File: config.mk
export PLATFORM = sky130hd
export DESIGN_NAME = bcd_count_monitor_flat
export DESIGN_NICKNAME = d
export VERILOG_FILES = /design/src/rtl/bcd_count_monitor_if.sv /design/src/rtl/bcd_count_monitor.sv /design/src/flat_wrapper.sv
export SDC_FILE = /design/constraint.sdc
export NUM_CORES = 1
export LEC_CHECK = 0
export ABC_AREA = 1
export BUFFER_PORTS_ARGS = -buffer_cell sky130_fd_sc_hd__buf_2
export CAP_MARGIN = 20
export CORE_ASPECT_RATIO = 1.4
export CORE_MARGIN = 2
export CORE_UTILIZATION = 40
export CTS_CLUSTER_SIZE = 24
export DETAILED_ROUTE_END_ITERATION = 8
export PLACE_DENSITY = 0.64
export SYNTH_ARGS = -nofsm -noshare
export SYNTH_HDL_FRONTEND = slang
export SYNTH_SLANG_ARGS = --single-unit
File: constraint.sdc
create_clock -name clk -period 2.13 [get_ports clk]
set_clock_uncertainty 0.2 [all_clocks]
set_input_delay 0.426 -clock clk [delete_from_list [all_inputs] [get_ports clk]]
set_output_delay 0.426 -clock clk [all_outputs]
set_load 0.01 [all_outputs]
File: src/rtl/bcd_count_monitor_if.sv
// Observation bus between a decimal up/down counter and its receive-side monitor.
// The master drives the sampled counter values; the slave (monitor) drives the status.
interface bcd_count_monitor_if #(
  parameter int WRAP_W = 8,
  parameter int ERR_W  = 8
);
  logic              in_valid;
  logic [3:0]        number;
  logic              zero;
  logic              locked;
  logic              dir;
  logic              dir_chg;
  logic              wrap;
  logic [WRAP_W-1:0] wrap_cnt;
  logic              err;
  logic [1:0]        err_code;
  logic [ERR_W-1:0]  err_cnt;

  modport master (
    output in_valid, number, zero,
    input  locked, dir, dir_chg, wrap, wrap_cnt, err, err_code, err_cnt
  );

  modport slave (
    input  in_valid, number, zero,
    output locked, dir, dir_chg, wrap, wrap_cnt, err, err_code, err_cnt
  );
endinterface

File: src/rtl/bcd_count_monitor.sv
// Receive-side checker for a decimal up/down counter: infers direction, flags
// range/zero/sequence violations and counts legal wrap-arounds. All outputs registered.
//   state | meaning
//   IDLE  | no reference value held; next in-range sample becomes prev
//   ACQ   | prev held, waiting for a +1/-1 step to infer direction
//   LOCK  | direction known, every sample checked against prev
module bcd_count_monitor #(
  parameter int WRAP_W = 8,
  parameter int ERR_W  = 8
) (
  input  logic                clk,
  input  logic                rst,
  bcd_count_monitor_if.slave  mon
);
  typedef enum logic [1:0] {IDLE = 2'd0, ACQ = 2'd1, LOCK = 2'd2} state_t;

  state_t            r_state;
  logic [3:0]        r_prev;
  logic              r_dir;
  logic              r_locked;
  logic              r_dir_chg;
  logic              r_wrap;
  logic              r_err;
  logic [1:0]        r_err_code;
  logic [WRAP_W-1:0] r_wrap_cnt;
  logic [ERR_W-1:0]  r_err_cnt;

  logic       w_range;
  logic       w_zero_err;
  logic [3:0] w_inc;
  logic [3:0] w_dec;
  logic [3:0] w_exp;
  logic [3:0] w_opp;
  logic       w_fwd;
  logic       w_back;
  logic       w_wrap_pair;
  logic       w_wrap_ev;
  logic       w_seq_err;
  logic [1:0] w_code;

  assign w_range     = mon.number > 4'd9;
  assign w_zero_err  = mon.zero != (mon.number == 4'd0);
  assign w_inc       = (r_prev == 4'd9) ? 4'd0 : r_prev + 4'd1;
  assign w_dec       = (r_prev == 4'd0) ? 4'd9 : r_prev - 4'd1;
  assign w_exp       = r_dir ? w_inc : w_dec;
  assign w_opp       = r_dir ? w_dec : w_inc;
  assign w_fwd       = mon.number == w_exp;
  assign w_back      = mon.number == w_opp;
  assign w_wrap_pair = ((r_prev == 4'd9) && (mon.number == 4'd0)) ||
                       ((r_prev == 4'd0) && (mon.number == 4'd9));
  // A reversal that crosses 9/0 is a wrap in the new direction.
  assign w_wrap_ev   = mon.in_valid && (r_state == LOCK) && !w_range &&
                       (w_fwd || w_back) && w_wrap_pair;

  always_comb begin
    w_seq_err = 1'b0;
    case (r_state)
      ACQ:     w_seq_err = (mon.number != w_inc) && (mon.number != w_dec);
      LOCK:    w_seq_err = !w_fwd && !w_back;
      default: w_seq_err = 1'b0;
    endcase
  end

  always_comb begin
    w_code = 2'd0;
    if (w_range)         w_code = 2'd1;
    else if (w_zero_err) w_code = 2'd2;
    else if (w_seq_err)  w_code = 2'd3;
  end

  always_ff @(posedge clk or posedge rst) begin
    if (rst) begin
      r_state    <= IDLE;
      r_prev     <= 4'd0;
      r_dir      <= 1'b0;
      r_locked   <= 1'b0;
      r_dir_chg  <= 1'b0;
      r_wrap     <= 1'b0;
      r_err      <= 1'b0;
      r_err_code <= 2'd0;
      r_wrap_cnt <= '0;
      r_err_cnt  <= '0;
    end else begin
      r_dir_chg  <= 1'b0;
      r_wrap     <= w_wrap_ev;
      r_err      <= 1'b0;
      r_err_code <= 2'd0;
      if (w_wrap_ev && (r_wrap_cnt != '1)) r_wrap_cnt <= r_wrap_cnt + 1'b1;
      if (mon.in_valid) begin
        r_err      <= w_code != 2'd0;
        r_err_code <= w_code;
        if ((w_code != 2'd0) && (r_err_cnt != '1)) r_err_cnt <= r_err_cnt + 1'b1;
        if (w_range) begin
          r_state  <= IDLE;
          r_locked <= 1'b0;
        end else begin
          r_prev <= mon.number;
          case (r_state)
            IDLE: r_state <= ACQ;
            ACQ: begin
              if (mon.number == w_inc) begin
                r_dir    <= 1'b1;
                r_locked <= 1'b1;
                r_state  <= LOCK;
              end else if (mon.number == w_dec) begin
                r_dir    <= 1'b0;
                r_locked <= 1'b1;
                r_state  <= LOCK;
              end
            end
            LOCK: begin
              if (!w_fwd && w_back) begin
                r_dir     <= ~r_dir;
                r_dir_chg <= 1'b1;
              end else if (!w_fwd) begin
                r_locked <= 1'b0;
                r_state  <= ACQ;
              end
            end
            default: r_state <= IDLE;
          endcase
        end
      end
    end
  end

  assign mon.locked   = r_locked;
  assign mon.dir      = r_dir;
  assign mon.dir_chg  = r_dir_chg;
  assign mon.wrap     = r_wrap;
  assign mon.wrap_cnt = r_wrap_cnt;
  assign mon.err      = r_err;
  assign mon.err_code = r_err_code;
  assign mon.err_cnt  = r_err_cnt;
endmodule

File: src/flat_wrapper.sv
// flat-port wrapper written by rule: the top's interface ports become plain ports
module bcd_count_monitor_flat 
#(
  parameter int WRAP_W = 8,
  parameter int ERR_W  = 8
)
  (clk, rst, mon_in_valid, mon_number, mon_zero, mon_locked, mon_dir, mon_dir_chg, mon_wrap, mon_wrap_cnt, mon_err, mon_err_code, mon_err_cnt);
  bcd_count_monitor_if #(.WRAP_W(WRAP_W), .ERR_W(ERR_W)) mon_i ();
  input  logic clk;
  input  logic rst;
  input wire logic [$bits(mon_i.in_valid)-1:0] mon_in_valid;
  input wire logic [$bits(mon_i.number)-1:0] mon_number;
  input wire logic [$bits(mon_i.zero)-1:0] mon_zero;
  output wire logic [$bits(mon_i.locked)-1:0] mon_locked;
  output wire logic [$bits(mon_i.dir)-1:0] mon_dir;
  output wire logic [$bits(mon_i.dir_chg)-1:0] mon_dir_chg;
  output wire logic [$bits(mon_i.wrap)-1:0] mon_wrap;
  output wire logic [$bits(mon_i.wrap_cnt)-1:0] mon_wrap_cnt;
  output wire logic [$bits(mon_i.err)-1:0] mon_err;
  output wire logic [$bits(mon_i.err_code)-1:0] mon_err_code;
  output wire logic [$bits(mon_i.err_cnt)-1:0] mon_err_cnt;
  assign mon_i.in_valid = mon_in_valid;
  assign mon_i.number = mon_number;
  assign mon_i.zero = mon_zero;
  assign mon_locked = mon_i.locked;
  assign mon_dir = mon_i.dir;
  assign mon_dir_chg = mon_i.dir_chg;
  assign mon_wrap = mon_i.wrap;
  assign mon_wrap_cnt = mon_i.wrap_cnt;
  assign mon_err = mon_i.err;
  assign mon_err_code = mon_i.err_code;
  assign mon_err_cnt = mon_i.err_cnt;
  bcd_count_monitor #(.WRAP_W(WRAP_W), .ERR_W(ERR_W)) u_core (.clk(clk), .rst(rst), .mon(mon_i));
endmodule
After elaboration in Yosys (flattened, before gate mapping)
Cells that the tools add are included.
- bits in registers: 29
- output and inout bits: 23
- word-level logic and storage cells: 92
- reductions and logical operators: 27
- equal/unequal tests: 18
- magnitude comparators: 1
- bitwise logic cells: 2
- multiplexer cells: 30
- add/subtract/negate cells: 4
- operators by type and width (cell ; number):
    $mux W2 ; 9
    $add A8 B1 Y8 const B ; 2
    $eq A4 B4 Y1 ; 4
    $mux W4 ; 4
    $ne A8 B8 Y1 const B ; 2
    $mux W1 ; 13
    $logic_and A1 B1 Y1 ; 11
    $reduce_and A5 Y1 ; 2
    $eq A4 B4 Y1 const B ; 2
    $logic_not A4 Y1 ; 2
    $ne A4 B4 Y1 ; 2
    $ne A3 B2 Y1 const B ; 2
    $pmux W1 S2 ; 3
    $pmux W2 S3 ; 1
    $add A4 B1 Y4 const B ; 1
    $gt A4 B4 Y1 const B ; 1
    $ne A4 B1 Y1 const B ; 1
    $reduce_and A2 Y1 ; 2
    $reduce_and A4 Y1 ; 1
    $reduce_bool A2 Y1 ; 2
    $sub A4 B1 Y4 const B ; 1
    $logic_not A1 Y1 ; 3
    $ne A3 B1 Y1 const B ; 1
    $reduce_bool A3 Y1 ; 1
    7 further kinds ; 9

Depth between registers and ports, before layout
Gate-level depths: netlist (run 1).
- depth after elaboration: 13
- mapped depth: 14
- mapped depth without buffers: 14

Least setup slack after synthesis (run 1)
Ideal clock, no wire load.
- path type: input port to flip-flop
- from: input port mon_number[2]
- to: register u_core.r_wrap_cnt[5], in the netlist u_core.mon.wrap_cnt[5]
- data required time: 1.805 ns
- data arrival time: 1.614 ns
- cell stages on the path: 11
- library setup time: 0.125 ns
- setup slack: 0.191 ns
- buffers on the path: 1
- cells stage by stage: buf_6 -> nor2_4 -> nor2_2 -> nor2_4 -> inv_2 -> nor2_4 -> nand3_4 -> or2_4 -> nor2_2 -> nand2_1 -> xnor2_1
- cells in the longest elaborated chain, start to end: 6
- elaborated cells on any way between the ends: 14
- ends and longest elaborated chain (element ; RTL line ; RTL):
    start, declared ; flat_wrapper.sv:12 ; input wire logic [$bits(mon_i.number)-1:0] mon_number;
    $gt A4 B4 Y1 ; bcd_count_monitor.sv:41 ; assign w_range = mon.number > 4'd9;
    $logic_not A1 Y1 ; bcd_count_monitor.sv:52 ; assign w_wrap_ev = mon.in_valid && (r_state == LOCK) && !w_range &&
    $logic_and A1 B1 Y1 (2 in series) ; bcd_count_monitor.sv:52 ;
    $logic_and A1 B1 Y1 * ; bcd_count_monitor.sv:53 ; (w_fwd || w_back) && w_wrap_pair;
    $logic_and A1 B1 Y1 * ; bcd_count_monitor.sv:88 ; if (w_wrap_ev && (r_wrap_cnt != '1)) r_wrap_cnt <= r_wrap_cnt + 1'b1;
    end signal, assigned ; bcd_count_monitor.sv:88 ;
    end, declared ; bcd_count_monitor.sv:25 ; logic [WRAP_W-1:0] r_wrap_cnt;
Every way passes the cells marked *; elsewhere a longest branch is shown, timed or not.
A chain may end at the register's enable or synchronous reset.

Worst setup path after layout (run 1)
- from: register u_core.r_prev[1]
- to: register u_core.r_err_cnt[6], in the netlist u_core.mon.err_cnt[6]
- cells in the longest elaborated chain, start to end: 13
- elaborated cells on any way between the ends: 23
- ends and longest elaborated chain (element ; RTL line ; RTL):
    start, declared ; bcd_count_monitor.sv:18 ; logic [3:0] r_prev;
    start signal, assigned ; bcd_count_monitor.sv:97 ; r_prev <= mon.number;
    $sub A4 B1 Y4 (tied with other cells) ; bcd_count_monitor.sv:44 ; assign w_dec = (r_prev == 4'd0) ? 4'd9 : r_prev - 4'd1;
    $mux W4 (on tied branches) ; bcd_count_monitor.sv:44, bcd_count_monitor.sv:43 ;
    $mux W4 (on tied branches) ; bcd_count_monitor.sv:45, bcd_count_monitor.sv:46 ;
    $eq A4 B4 Y1 (on tied branches) ; bcd_count_monitor.sv:47, bcd_count_monitor.sv:48 ;
    $logic_not A1 Y1 ; bcd_count_monitor.sv:59 ; LOCK: w_seq_err = !w_fwd && !w_back;
    $logic_and A1 B1 Y1 ; bcd_count_monitor.sv:59 ;
    $pmux W1 S2 * ; bcd_count_monitor.sv:57 ; case (r_state)
    $mux W2 * ; bcd_count_monitor.sv:68 ; else if (w_seq_err) w_code = 2'd3;
    $mux W2 * ; bcd_count_monitor.sv:67 ; else if (w_zero_err) w_code = 2'd2;
    $mux W2 * ; bcd_count_monitor.sv:66 ; if (w_range) w_code = 2'd1;
    $reduce_bool A2 Y1 * ; bcd_count_monitor.sv:92 ; if ((w_code != 2'd0) && (r_err_cnt != '1)) r_err_cnt <= r_err_cnt + 1'b1;
    $logic_and A1 B1 Y1 * ; bcd_count_monitor.sv:92 ;
    $reduce_and A2 Y1 (no line) * ; -- ;
    end signal, assigned ; bcd_count_monitor.sv:92 ;
    end, declared ; bcd_count_monitor.sv:26 ; logic [ERR_W-1:0] r_err_cnt;
Marks and branches as above.

==> results of run 1 <==
==> flip-flops by register name, indices dropped and copies added (netlist names), 2 cells and up <==
| signal | count |
|---|---|
| u_core.r_prev | 4 |
| u_core.mon.err_code | 2 |
| u_core.mon.wrap_cnt | 8 |
| u_core.r_state | 2 |
| u_core.mon.err_cnt | 8 |
==> path summary, 6_finish.rpt <==
path	endpoint	depth (start not counted)
setup / recovery	u_core.mon.err_cnt[6]$_DFFE_PP0P_	12
hold / removal	u_core.mon.wrap_cnt[2]$_DFFE_PP0P_	3
setup reg to reg	u_core.mon.err_cnt[6]$_DFFE_PP0P_	12
hold reg to reg	u_core.mon.wrap_cnt[5]$_DFFE_PP0P_	1
max in group asynchronous	u_core.r_prev[3]$_DFFE_PP0P_	3
min in group clk	u_core.mon.wrap_cnt[5]$_DFFE_PP0P_	1
==> per-layer routing <==
metal	up-vias	track usage	share of wire
met3	9	0.0249	0.031
met1	802	0.196	0.43
met4	0	0.0929	0.029
met5	-	0	0
li1	882	-	-
met2	46	0.295	0.51
==> layout by cell type, fill, tap and decap left out, drive strengths merged <==
cell     synthesis  layout
a21oi            2       2
a31oi            1       1
and2             1       1
buf              1      38
clkbuf           2       7
clkinv           0       1
dfrtp           29      29
ha               6       6
inv             27      27
mux2i            1       1
nand2           79      79
nand2b           1       1
nand3           27      28
nand4            9       9
nor2            19      19
nor3             3       3
o2111ai          1       1
o211ai           2       2
o21ai           15      15
o22ai            1       1
or2              1       1
xnor2            7       7
xor2             9       9
==> kinds of logic (layout without fill, tap and decap cells) <==
kind of cell             Yosys count  in the layout
XOR/XNOR                          16             16
AND/OR/NAND/NOR                  140            141
adder cells (fa/ha/maj)            6              6
flip-flops                        29             29
AO/OA/AOI/OAI                     22             22
multiplexers                       1              1
buffers and inverters             30             73
==> stage by stage <==
| stage | cells | hold slack [ns] |
|---|---|---|
| final | 350 | 0.00689 |
| after floorplan | 244 | 0.284 |
| after CTS | 346 | 0.0224 |
| after global routing | 350 | 0.0697 |
| after detailed placement | 338 | 0.283 |
| after global placement | 338 | 0.272 |
==> critical path, delay by kind of cell, from the launching register on <==
kind	cells	cell delay [ns]
simple gates	9	0.88
buf+inv	2	0.29
compound gates	1	0.12
flops	1	0.45
==> area by class of cell <==
cell class / count / area, µm² / share of cell area
Sequential cell: 29 / 731 / 0.299
Multi-Input combinational cell: 186 / 1210 / 0.496
Tap cell: 62 / 77.6 / 0.0318
Clock inverter: 1 / 5.00 / 0.00205
Clock buffer: 7 / 96.3 / 0.0395
Inverter: 27 / 101 / 0.0415
Timing Repair Buffer: 38 / 218 / 0.0892
==> where the power goes <==
group	internal, µW	switching [µW]	total, µW	leakage, µW
clock network	292	213	505	0.0000542
registers	647	129	776	0.000376
logic	347	498	845	0.000804
total	1290	839	2130	0.00123
==> what timing repair did <==
item,CTS,global route
endpoints found under the setup margin,0,12
setup buffers,0,3
hold endpoints to repair,0,0
gates resized for setup,0,41
==> results_dict.tcl, run 1 <==
set metrics [dict create \
    post_drt_wl_per_cell_um 12.7 \
    synth_edf_count 0 \
    grt_pass1_vias 1633 \
    cp_max_fo 5 \
    maxSlewHeadroom 0.628 \
    cp-startpoint "u_core.r_prev[1]$_DFFE_PP0P_" \
    numCtsBuffers 5 \
    fin_area_um2 2440 \
    antenna_found_initial 0 \
    rows 29 \
    ys_top_cells_by_area "dfrtp_1 38%, nand2_1 14%, nand3_1 5.7%, inv_1 4.3%, xor2_1 4.1%" \
    slowest_stage "dfrtp_2" \
    fp.dieH_um 85.9 \
    outcome "finished clean" \
    synth_top_family_by_area "simple AND/OR/NAND/NOR gates" \
    grt_usage 0.168 \
    insertion_delay_ns 0.28 \
    max_freq_mhz 487 \
    die_area_um2 5370 \
    yosysTopAreaCellShare 0.379 \
    p_leak_uw 0.00123 \
    reg2reg_slack_ns 0.08 \
    dpl_worst_slack_ns 0.0453 \
    synth_xor_area_frac 0.0731 \
    path_class "register to register" \
    totalWireLength_um 4440 \
    cp.required_ns 2.10 \
    cpPeakStageDelay_ns 0.45 \
    syn_avg_cell_area_um2 7.86 \
    cap_violations 0 \
    worst_path_most_repeated_cell "nand3_2" \
    drive_gt1_frac 0.372 \
    finalNetCount 301 \
    antenna_cells 0 \
    finalHoldViolations 0 \
    area_growth_pct 27.3 \
    drc 0 \
    numPortBuffers 30 \
    min_period_ns 2.05 \
    detail_route.vias_per_cell 4.97 \
    n_fill_cell 452 \
    path_cells "buf_4 -> nor2_4 -> nand2_1 -> nand3_2 -> nand3_2 -> nor2_4 -> nand2_4 -> o2111ai_4 -> buf_6 -> nand3_2 -> nand4_1 -> nand2_1" \
    fin_total_pwr_uw 2130 \
    synthTopCellsByCount "74 x nand2_1, 29 x dfrtp_1, 22 x inv_1, 22 x nand3_1, 11 x nor2_1" \
    syn_area_um2 1920 \
    synthCells 244 \
    clk_pin_slew_ns 0.07 \
    core_area_um2 4570 \
    ir_worst_vdd_mv 0.333 \
    synth.mux.area_fraction 0.00522 \
    yosys.cell_types.count 30 \
    ios 31 \
    synthAdderAreaFrac 0.0392 \
    drv_slew 0 \
    tns_ns 0 \
    gp_congestion 0.901 \
    p_per_area_nw_per_um2 871 \
    placedInstanceArea_um2 2160 \
    grt_max_degree 30 \
    fin_crit_sh 0.964 \
    yosysMostFrequentCell "nand2_1" \
    grt_pass1_wl_um 7120 \
    end_kind "register" \
    root_buffer "clkbuf_8" \
    critPathLaunchType "register" \
    worstReg2RegStart "u_core.r_prev[1]$_DFFE_PP0P_" \
    start_util 0.419 \
    synth-simple-area-share 0.366 \
    drtIter0Drc 79 \
    synthFlopType "dfrtp_1" \
    clockBufferDepth 2 \
    crit_arrival_ns 2.02 \
    setup_viol 0 \
    vias 1739 \
    yosysTopAreaCell "dfrtp_1" \
    syn_nets 258 \
    rsz0062_at_grt "yes" \
    synth_warnings 0 \
    holdBufCountCts 0 \
    synth-compound-area-share 0.0757 \
    cts_max_level 2 \
    first_pass_iters 4 \
    postRouteAntennaNets 0 \
    fp.dieW_um 62.5 \
    synthArstFlopShare 1.00 \
    worst_pin_slew_ns 0.556 \
    synth_seq_cells 29 \
    cts_tree "done" \
    hp-class "input pin to asynchronous set/reset pin" \
    hpwl_um 3200 \
    setup_ws_ns 0.0774 \
    synth_sequential_area_ratio 0.379 \
    overflow 0 \
    clock-sinks 29 \
    fin_util 0.534 \
]
Note: power is estimated with default switching activity, not from simulation.
==> run 2, diff against run 1 <==
--- a/config.mk
+++ b/config.mk
@@ -11,9 +11,8 @@
 export CORE_ASPECT_RATIO = 1.4
 export CORE_MARGIN = 2
 export CORE_UTILIZATION = 40
-export CTS_CLUSTER_SIZE = 24
+export CTS_CLUSTER_SIZE = 30
 export DETAILED_ROUTE_END_ITERATION = 8
-export PLACE_DENSITY = 0.64
 export SYNTH_ARGS = -nofsm -noshare
 export SYNTH_HDL_FRONTEND = slang
 export SYNTH_SLANG_ARGS = --single-unit
==> constraint.sdc (replaced) <==
create_clock -name clk -period 2.1 [get_ports clk]
set_clock_uncertainty 0.2 [all_clocks]
set_input_delay 0.42 -clock clk [delete_from_list [all_inputs] [get_ports clk]]
set_output_delay 0.42 -clock clk [all_outputs]
set_load 0.01 [all_outputs]
==> results_dict.tcl, run 2 (same netlist as run 1, synthesis figures left out) <==
set metrics [dict create \
    swShare 0.385 \
    area_growth_pct 26.6 \
    drive_gt1_frac 0.348 \
    hold_slack_ns 0.00364 \
    path_class "register to register" \
    grt_pass1_vias 1572 \
    totalWireLength_um 4350 \
    most-common-layout-cells "63 x nand2_1, 30 x buf_2, 25 x dfrtp_1" \
    setup_viol 0 \
    cap_violations 0 \
    drc 0 \
    root_buffer "clkbuf_8" \
    crit_path_end "u_core.mon.err_cnt[1]$_DFFE_PP0P_" \
    p_seq_frac 0.368 \
    cp.required_ns 2.06 \
    gp_congestion 0.843 \
    clk_pin_slew_ns 0.06 \
    numPortBuffers 30 \
    rr_worst_depth 11 \
    start_util 0.419 \
    dpl_worst_slack_ns 0.0638 \
    n_fill_cell 455 \
    finalNetCount 303 \
    ir_worst_vdd_mv 0.337 \
    slowest_stage "dfrtp_2" \
    antenna_cells 0 \
    fin_util 0.531 \
    fp.dieH_um 85.9 \
    cp_max_fo 6 \
    overflow 0 \
    worst_pin_slew_ns 0.374 \
    finalHoldViolations 0 \
    antenna_found_initial 0 \
    maxSlewHeadroom 0.750 \
    outcome "finished clean" \
    reg2reg_slack_ns 0.06 \
    end_kind "register" \
    clockBufferDepth 2 \
    post_drt_wl_per_cell_um 12.4 \
    p_leak_uw 0.00125 \
    ios 31 \
    drv_slew 0 \
    fin_crit_sh 0.971 \
    path_cells "nor2_1 -> nand2_1 -> nand3_1 -> nand2_1 -> nor2_1 -> nand3_2 -> o2111ai_4 -> nand3_4 -> buf_4 -> nand4_1 -> nand2_1" \
    worst_path_most_repeated_cell "nand2_1" \
    tns_ns 0 \
    rows 29 \
    cpPeakStageDelay_ns 0.48 \
    cp.depth 11 \
    r2r-end "u_core.mon.err_cnt[1]$_DFFE_PP0P_" \
    setup_ws_ns 0.0617 \
    grt_pass1_wl_um 6920 \
    clock-sinks 29 \
    die_area_um2 5370 \
    multiInputGateArea_um2 1180 \
    grt_max_degree 30 \
    cts_max_level 2 \
    layout_commonest_cell "nand2_1" \
    worstReg2RegStart "u_core.r_prev[2]$_DFFE_PP0P_" \
    crit_family "simple AND/OR/NAND/NOR gates" \
    first_pass_iters 4 \
    detail_route.vias_per_cell 4.98 \
    p_int_uw 1310 \
    grt_usage 0.161 \
    min_period_ns 2.04 \
    numCtsBuffers 5 \
    cts_tree "done" \
    max_freq_mhz 491 \
    fp.dieW_um 62.5 \
    critical_path_buf_inv_count 1 \
    critPathLaunchType "register" \
    core_area_um2 4570 \
    cp-startpoint "u_core.r_prev[2]$_DFFE_PP0P_" \
    p_comb_frac 0.398 \
    regArea_um2 731 \
    insertion_delay_ns 0.27 \
    clkPwrFrac 0.234 \
    rsz0062_at_grt "yes" \
    hpwl_um 3240 \
    crit_arrival_ns 2.00 \
    hp-class "input pin to asynchronous set/reset pin" \
    switching_power_uw 817 \
    drtIter0Drc 110 \
    vias 1752 \
    postRouteAntennaNets 0 \
    p_per_area_nw_per_um2 875 \
]
[run 2: cell count changes in the layout (fill, tap and decap cells not counted), sizes merged]
cell   change
buf        +3
nand3      -1
[run 2: worst register-to-register path: stages (launching register included)]
cell and delay [ns]:
dfrtp_2 0.48, nor2_1 0.19, nand2_1 0.10, nand3_1 0.09, nand2_1 0.06, nor2_1 0.12
nand3_2 0.14, o2111ai_4 0.11, nand3_4 0.14, buf_4 0.17, nand4_1 0.06, nand2_1 0.06
[run 2: power groups by stage]
stage / Clock, µW / Combinational [µW] / Sequential, µW
floorplan: 0 / 525 / 783
global placement: 0 / 732 / 780
detailed placement: 0 / 739 / 781
CTS: 512 / 743 / 773
global route: 537 / 947 / 797
finish: 497 / 845 / 781
[run 2: per-layer routing]
layer | global-route usage | up-vias | wire [µm]
li1 | - | 880 | -
met1 | 0.189 | 821 | 1820
met2 | 0.289 | 40 | 2260
met3 | 0.0262 | 11 | 153
met4 | 0.0687 | 0 | 119
met5 | 0 | - | 0
[run 2: what timing repair did]
| action | CTS | global route |
|---|---|---|
| gates resized for setup | 0 | 34 |
| setup endpoints to repair | 0 | 12 |
| hold buffers | 0 | 0 |
| buffers inserted | 0 | 4 |
[run 2: area by class of cell]
class	instances	share of cell area
clock inverter	1	0.00206
clock buffer	7	0.0397
sequential	29	0.301
multi-input combinational	185	0.486
timing repair buffer	41	0.0975
tap	62	0.0320
inverter	27	0.0418
[run 2: worst min path at each step]
stage / start / endpoint / slack, ns / cells after the start
floorplan: u_core.r_state[1]$_DFFE_PP0P_ / u_core.r_state[1]$_DFFE_PP0P_ / 0.28 / 2
global placement: u_core.mon.wrap_cnt[5]$_DFFE_PP0P_ / u_core.mon.wrap_cnt[5]$_DFFE_PP0P_ / 0.28 / 1
detailed placement: u_core.mon.wrap_cnt[5]$_DFFE_PP0P_ / u_core.mon.wrap_cnt[5]$_DFFE_PP0P_ / 0.29 / 1
CTS: rst / u_core.mon.wrap_cnt[1]$_DFFE_PP0P_ / 0.02 / 3
global route: rst / u_core.mon.dir_chg$_DFF_PP0_ / 0.05 / 3
finish: rst / u_core.mon.wrap_cnt[1]$_DFFE_PP0P_ / 0.004 / 3
[run 2: stage by stage]
step | total power [µW] | cell area (µm²) | std cells
floorplan | 1310 | 1920 | 244
global placement | 1510 | 2180 | 340
detailed placement | 1520 | 2180 | 340
CTS | 2030 | 2280 | 348
global route | 2280 | 2430 | 352
finish | 2120 | 2430 | 352
==> run 3, diff against run 2 <==
--- a/config.mk
+++ b/config.mk
@@ -13,6 +13,7 @@
 export CORE_UTILIZATION = 40
 export CTS_CLUSTER_SIZE = 30
 export DETAILED_ROUTE_END_ITERATION = 8
+export GPL_TIMING_DRIVEN = 0
 export SYNTH_ARGS = -nofsm -noshare
 export SYNTH_HDL_FRONTEND = slang
 export SYNTH_SLANG_ARGS = --single-unit
==> results_dict.tcl, run 3 (same netlist as run 1, synthesis figures left out) <==
set metrics [dict create \
    p_comb_frac 0.431 \
    cts_tree "done" \
    antenna_cells 0 \
    insertion_delay_ns 0.28 \
    core_area_um2 4570 \
    detail_route.vias_per_cell 4.88 \
    grt_max_degree 24 \
    drive_gt1_frac 0.364 \
    clkPwrFrac 0.206 \
    path_class "register to register" \
    fp.dieW_um 62.5 \
    reg2reg_slack_ns 0.07 \
    switching_power_uw 854 \
    critPathLaunchType "register" \
    drc 0 \
    worstReg2RegStart "u_core.r_prev[1]$_DFFE_PP0P_" \
    fp.dieH_um 85.9 \
    hp-start "mon_number[2]" \
    p_per_area_nw_per_um2 862 \
    crit_path_end "u_core.mon.err_cnt[0]$_DFFE_PP0P_" \
    outcome "finished clean" \
    area_growth_pct 29.2 \
    maxSlewHeadroom 0.587 \
    hpwl_um 3100 \
    path_cells "nor2_4 -> nor2_2 -> nand3_1 -> nand3_2 -> nor2_4 -> nand2_4 -> o2111ai_4 -> buf_6 -> nand3_4 -> nand4_1 -> nand2_1" \
    p_leak_uw 0.00124 \
    clock-sinks 29 \
    ir_worst_vdd_mv 0.362 \
    postRouteAntennaNets 0 \
    cp_max_fo 5 \
    first_pass_iters 4 \
    crit_arrival_ns 2.00 \
    finalHoldViolations 0 \
    totalWireLength_um 4320 \
    rows 29 \
    hp-class "input pin to register" \
    overflow 0 \
    end_kind "register" \
    ios 31 \
    vias 1721 \
    max_freq_mhz 493 \
    p_int_uw 1280 \
    numCtsBuffers 5 \
    fin_crit_sh 0.965 \
    antenna_found_initial 0 \
    cp.required_ns 2.07 \
    die_area_um2 5370 \
    grt_pass1_vias 1542 \
    post_drt_wl_per_cell_um 12.2 \
    cp-startpoint "u_core.r_prev[1]$_DFFE_PP0P_" \
    numPortBuffers 29 \
    drtIter0Drc 102 \
    most-common-layout-cells "58 x nand2_1, 29 x buf_2, 25 x dfrtp_1" \
    worst_pin_slew_ns 0.618 \
    tns_ns 0 \
    grt_pass1_wl_um 7110 \
    root_buffer "clkbuf_8" \
    cpPeakStageDelay_ns 0.48 \
    gp_congestion 0.846 \
    finalNetCount 304 \
    rsz0062_at_grt "yes" \
    rr_worst_depth 11 \
    worst_path_most_repeated_cell "nor2_4" \
    min_period_ns 2.03 \
    clockBufferDepth 2 \
    hold_slack_ns 0.204 \
    start_util 0.419 \
    instances_no_fill 353 \
    r2r-end "u_core.mon.err_cnt[0]$_DFFE_PP0P_" \
    layout_commonest_cell "nand2_1" \
    grt_usage 0.169 \
    slowest_stage "dfrtp_2" \
    drv_slew 0 \
    fin_total_pwr_uw 2130 \
    p_seq_frac 0.363 \
    cap_violations 0 \
    cts_max_level 2 \
    clk_pin_slew_ns 0.06 \
    swShare 0.400 \
    place_inst 336 \
    setup_viol 0 \
]
## run 3: changes by cell type in the layout (fill, tap and decap cells not counted), sizes merged
cell         change
buf              -3
nand3            +1
dlygate4sd3      +1
clkinv           +1
clkbuf           +1
## run 3: per-layer routing
layer,vias up,global-route usage,part of all wire
met2,42,0.290,0.49
met3,11,0.0354,0.037
met5,-,0,0
met4,0,0.0727,0.027
li1,881,-,-
met1,787,0.204,0.44
## run 3: power groups by stage
stage,Sequential (µW),Clock (µW),Combinational (µW)
4_1_cts,762,445,750
6_report,775,440,920
2_1_floorplan,783,0,525
3_5_place_dp,766,0,745
5_1_grt,791,483,1040
3_3_place_gp,765,0,727
## run 3: how the worst min path moves through the flow
stage,endpoint,slack [ns],depth (start not counted)
final,u_core.r_prev[2]$_DFFE_PP0P_,0.20,3
after global routing,u_core.r_prev[2]$_DFFE_PP0P_,0.23,3
after CTS,u_core.r_prev[2]$_DFFE_PP0P_,0.21,3
after detailed placement,u_core.mon.wrap_cnt[2]$_DFFE_PP0P_,0.21,2
after global placement,u_core.mon.locked$_DFFE_PP0P_,0.27,2
after floorplan,u_core.r_state[1]$_DFFE_PP0P_,0.28,2
## run 3: what timing repair did
item,4_1_cts,5_1_grt
gates resized for setup,2,46
setup endpoints to repair,10,14
endpoints found under the hold margin,6,0
setup buffers,0,7
cloned,0,1
hold buffers,1,0
pin swaps,0,14
## run 3: critical path, delay by kind of cell, from the launching register on
kind,cells,cell delay (ns)
flops,1,0.48
simple gates,9,0.98
compound gates,1,0.11
buf+inv,1,0.15
## run 3: final cells by class
class                      count  area (µm²)
timing repair buffer          38         243
fill                         483        2100
inverter                      27         106
tap                           62        77.6
clock inverter                 2        10.0
clock buffer                   6        72.6
multi-input combinational    186        1220
buffer                         3        18.8
sequential                    29         731
## run 3: stage by stage
step / worst slack, ns / area [µm²] / util
finish: 0.0731 / 2480 / 0.542
CTS: 0.0287 / 2260 / 0.495
floorplan: 0.167 / 1920 / -
global placement: -0.0685 / 2140 / 0.468
detailed placement: -0.0773 / 2170 / 0.474
global route: -0.0407 / 2480 / 0.542
